**src/rtl/clk_div_multi.sv**
```systemverilog
// Multi-channel 50% duty clock divider with runtime-programmable half-periods,
// per-channel rising-edge tick strobes and a global phase re-align pulse.
module clk_div_multi #(
    parameter int NUM_CH   = 2,
    parameter int CNT_W    = 16,
    parameter int DEF_HALF = 49999,
    localparam int CH_W    = (NUM_CH > 1) ? $clog2(NUM_CH) : 1
) (
    input  logic              clk,
    input  logic              rst_n,
    input  logic              en,
    input  logic              sync_i,
    input  logic              cfg_we,
    input  logic [CH_W-1:0]   cfg_ch,
    input  logic [CNT_W-1:0]  cfg_half,
    output logic [NUM_CH-1:0] div_clk_o,
    output logic [NUM_CH-1:0] tick_o,
    output logic [NUM_CH-1:0] pend_o
);

    localparam logic [CNT_W-1:0] DEF_HALF_V = CNT_W'(DEF_HALF);

    for (genvar i = 0; i < NUM_CH; i++) begin : g_ch
        logic [CNT_W-1:0] cnt;
        logic [CNT_W-1:0] half;
        logic [CNT_W-1:0] staged;
        logic             pend;
        logic             div_clk;
        logic             tick;
        logic             wr_hit;

        // Out-of-range channel numbers never match any instance, so they are dropped.
        assign wr_hit = cfg_we && (cfg_ch == CH_W'(i));

        always_ff @(posedge clk or negedge rst_n) begin
            if (!rst_n) begin
                cnt     <= '0;
                half    <= DEF_HALF_V;
                staged  <= '0;
                pend    <= 1'b0;
                div_clk <= 1'b0;
                tick    <= 1'b0;
            end else begin
                tick <= 1'b0;
                if (sync_i) begin
                    cnt     <= '0;
                    div_clk <= 1'b0;
                    if (pend) begin
                        half <= staged;
                        pend <= 1'b0;
                    end
                end else if (en) begin
                    if (cnt == half) begin
                        cnt     <= '0;
                        div_clk <= ~div_clk;
                        tick    <= ~div_clk;
                        if (pend) begin
                            half <= staged;
                            pend <= 1'b0;
                        end
                    end else begin
                        cnt <= cnt + CNT_W'(1);
                    end
                end
                // NOTE: this later non-blocking write to pend overrides the clear
                // above, so a write landing on a toggle or sync stays staged.
                if (wr_hit) begin
                    staged <= cfg_half;
                    pend   <= 1'b1;
                end
            end
        end

        assign div_clk_o[i] = div_clk;
        assign tick_o[i]    = tick;
        assign pend_o[i]    = pend;
    end

endmodule
```
**config.mk**
```make
export PLATFORM = sky130hd
export DESIGN_NAME = clk_div_multi
export DESIGN_NICKNAME = d
export VERILOG_FILES = /design/src/rtl/clk_div_multi.sv
export SDC_FILE = /design/constraint.sdc
export NUM_CORES = 1
export LEC_CHECK = 0
export ABC_AREA = 1
export BUFFER_PORTS_ARGS = -buffer_cell sky130_fd_sc_hd__buf_2
export CELL_PAD_IN_SITES_DETAIL_PLACEMENT = 1
export CELL_PAD_IN_SITES_GLOBAL_PLACEMENT = 1
export CORE_UTILIZATION = 47
export CTS_BUF_LIST = sky130_fd_sc_hd__clkbuf_4
export CTS_CLUSTER_DIAMETER = 150
export DETAILED_ROUTE_END_ITERATION = 7
export GPL_TIMING_DRIVEN = 0
export HOLD_SLACK_MARGIN = 0.15
export PLACE_DENSITY_LB_ADDON = 0.1
export SETUP_SLACK_MARGIN = 0.4
export SYNTH_ARGS = -nofsm -noshare
export SYNTH_HDL_FRONTEND = slang
export SYNTH_SLANG_ARGS = --single-unit
```
**constraint.sdc**
```tcl
create_clock -name clk -period 1.7 [get_ports clk]
set_input_delay 0.255 -clock clk [delete_from_list [all_inputs] [get_ports clk]]
set_output_delay 0.255 -clock clk [all_outputs]
set_load 0.05 [all_outputs]
```
==> flow_metrics.env <==
export IMPL_syn_to_final_growth_pct=29.5
export IMPL_cts_clk_slew_worst_paths_ns=0.17
export IMPL_synth_top_cell_area_share_pct=41.1
export IMPL_fp_row_count=37
export IMPL_synth_top_area_cell="dfrtp_1"
export IMPL_start_util_pct=49.1
export IMPL_dpl_hpwl_um=10000
export IMPL_wire_per_inst_um=18.1
export IMPL_ant_nets=0
export IMPL_synth_fa_ha_area_share_pct=0.490
export IMPL_cp_slowest_cell="dfstp_2"
export IMPL_p_total_mw=6.58
export IMPL_syn_area_um2=5110
export IMPL_layout_commonest_cell="nand2_1"
export IMPL_muxShareOfSynthArea_pct=0
export IMPL_cp_required_ns=2.08
export IMPL_finalCriticalPeriod_ns=1.84
export IMPL_placed_cell_area_um2=5450
export IMPL_clock_sinks=102
export IMPL_synth_top_family_by_area="simple AND/OR/NAND/NOR gates"
export IMPL_drv_cap=0
export IMPL_drt_drc_violations_left=0
export IMPL_slew_headroom_pct=43.0
export IMPL_route_vias_total=4800
export IMPL_crit_top_cell="nand2_2"
export IMPL_rsz0062_at_grt="yes"
export IMPL_gp_congestion=0.827
export IMPL_worst_setup_path_end_kind="flip-flop"
export IMPL_p_leak_nw=3.17
export IMPL_crit_chain="inv_2 > nand2_2 > nand2_2 > nor2_2 > nand2_2 > nor2_4 > nand2_4 > nand2_8 > nand3_4 > buf_8 > nand2_2 > nand2_2"
export IMPL_wl_um=16300
export IMPL_die_w_um=106
export IMPL_dr_pass1_iters=5
export IMPL_core_um2=10400
export IMPL_dieArea_um2=11300
export IMPL_clk_path_buf_depth=2
export IMPL_yosys_top_cells_area="dfrtp_1 41%, nand2_1 18%, dfstp_2 9.3%"
export IMPL_hold_class="input port to flip-flop"
export IMPL_setup_viol=43
export IMPL_violations="negative setup slack"
export IMPL_grt_start_max_net_pins=53
export IMPL_ys_types=24
export IMPL_seq_area_frac_synth_pct=50.4
export IMPL_synth_compound_area_share_pct=4.87
export IMPL_synthCells=670
export IMPL_tightest_slew_ns=0.853
export IMPL_skew_ns=0.0173
export IMPL_grt_antenna_before_repair=1
export IMPL_crit_type="flip-flop to flip-flop"
export IMPL_syn_area_per_cell_um2=7.63
export IMPL_grt_pass1_vias=4891
export IMPL_cp_arrival_ns=2.21
export IMPL_final_cell_mix="191 x nand2_1, 78 x dfrtp_1, 76 x inv_1"
export IMPL_peakVddDrop_mv=0.599
export IMPL_status="finished with violations"
export IMPL_io_pins=28
export IMPL_clk_latency_ns=0.47
export IMPL_syn_nets=694
export IMPL_stdcell_count=899
export IMPL_die_h_um=106
export IMPL_ys_warnings_count=0
export IMPL_synthXorXnorAreaFrac_pct=3.09
export IMPL_period_share_pct=108
export IMPL_hold_viol_final=0
export IMPL_htreeDepth=3
export IMPL_path_max_fanout=6
export IMPL_cts_made_buffers=9
export IMPL_synth_seq_cells=102
export IMPL_pre_cts_ws_ns=-0.701
export IMPL_synth_simple_area_share_pct=31.4
export IMPL_post_drt_via_cell_ratio=5.34
export IMPL_io_buffers=27
export IMPL_first_iter_violations=226
export IMPL_grt_pass1_wl_um=24600
export IMPL_power_density_nw_per_um2=994
export IMPL_cp_start_kind="flip-flop"
export IMPL_final_layout_size_suffix_gt1_share_pct=31.1
export IMPL_cpPeakStageDelay_ns=0.59
export IMPL_final_cell_area_um2=6620
export IMPL_finalWorstSetupSlack_ns=-0.139
export IMPL_tns_ns=-2.95
export IMPL_overflow=0
export IMPL_final_nets=781
export IMPL_clock_root_buffer="clkbuf_4"
export IMPL_cts_tree="yes"
export IMPL_place_inst=834
export IMPL_max_freq_ghz=0.544
export IMPL_maxSlewViolCount=0
export IMPL_grt_usage_pct=28.6
sequential cells by signal, summed over array words and instances, names as in the netlist:
name,count
g_ch.cnt,32
g_ch.div_clk,2
g_ch.half,32
g_ch.pend,2
g_ch.staged,32
g_ch.tick,2
critical path, delay by kind of cell, from the launching register on:
kind / cells / cell delay [ns]
buffers and inverters: 2 / 0.22
DFF: 1 / 0.59
and+or+nand+nor: 10 / 0.93
synth_stat cells:
cell and number:
nand2_2 4, buf_1 2, nor3_1 6, inv_1 84, buf_2 6, nand3_4 2, clkbuf_1 10, nand3_1 15
a21oi_1 4, o21ai_0 40, nand4_1 38, ha_1 2, o22ai_1 3, dfrtp_1 84, nand2_1 245, xor2_1 18
buf_6 2, o21ai_1 2, inv_2 9, nand2_4 2, buf_4 7, nor2_1 64, nor2_2 3, dfstp_2 18
final timing paths:
path	start	endpoint	slack (ns)	cells after the start
max	g_ch[0].half[3]	g_ch[0].half[5]	-0.14	12
min	en	g_ch[0].cnt[13]	0.16	4
max reg2reg	g_ch[0].half[3]	g_ch[0].half[5]	-0.14	12
min reg2reg	g_ch[0].half[14]	g_ch[0].half[14]	0.49	2
max in group asynchronous	rst_n	g_ch[0].half[14]	0.60	3
min in group asynchronous	rst_n	g_ch[1].cnt[3]	0.34	2
per-stage QoR:
step | hold WS (ns) | utilization (%)
finish | 0.164 | 63.5
global placement | 0.456 | 52.0
global route | 0.163 | 63.5
CTS | 0.180 | 59.1
floorplan | -0.0406 | -
detailed placement | 0.345 | 52.3
power by group:
part	leakage, nW	switching, mW	internal, mW
combinational	1.79	1.08	0.726
clock	0.0973	0.863	0.738
sequential	1.28	0.318	2.85
total	3.17	2.26	4.31
area by class of cell:
type | instances | area [µm²]
sequential | 102 | 2580
timing repair buffer | 76 | 662
fill | 1254 | 3800
inverter | 93 | 362
buffer | 27 | 196
multi-input combinational | 448 | 2460
clock buffer | 9 | 67.6
tap | 136 | 170
clock inverter | 7 | 113
antenna | 1 | 2.50
layer usage:
| metal | global-route usage (%) | up-vias | routed length, µm |
|---|---|---|---|
| met5 | 0 | - | 0 |
| met4 | 7.84 | 0 | 375 |
| met3 | 3.92 | 28 | 585 |
| met2 | 48.0 | 108 | 8100 |
| met1 | 39.0 | 2421 | 7240 |
| li1 | - | 2243 | - |
kinds of logic after synthesis:
family / after synthesis
and+or+nand+nor: 379
buffers and inverters: 120
DFF: 102
AOI/OAI and AO/OA: 49
xor gates and xnor gates: 18
adders and majority gates: 2
what timing repair did:
action | CTS | global route
hold buffers | 17 | 0
gates cloned | 2 | 1
endpoints found under the hold margin | 78 | 0
setup buffers | 16 | 12
endpoints found under the setup margin | 76 | 76
resized for setup | 68 | 119
pin swaps | 11 | 27
No activity file was read; power rests on OpenSTA's default activity.
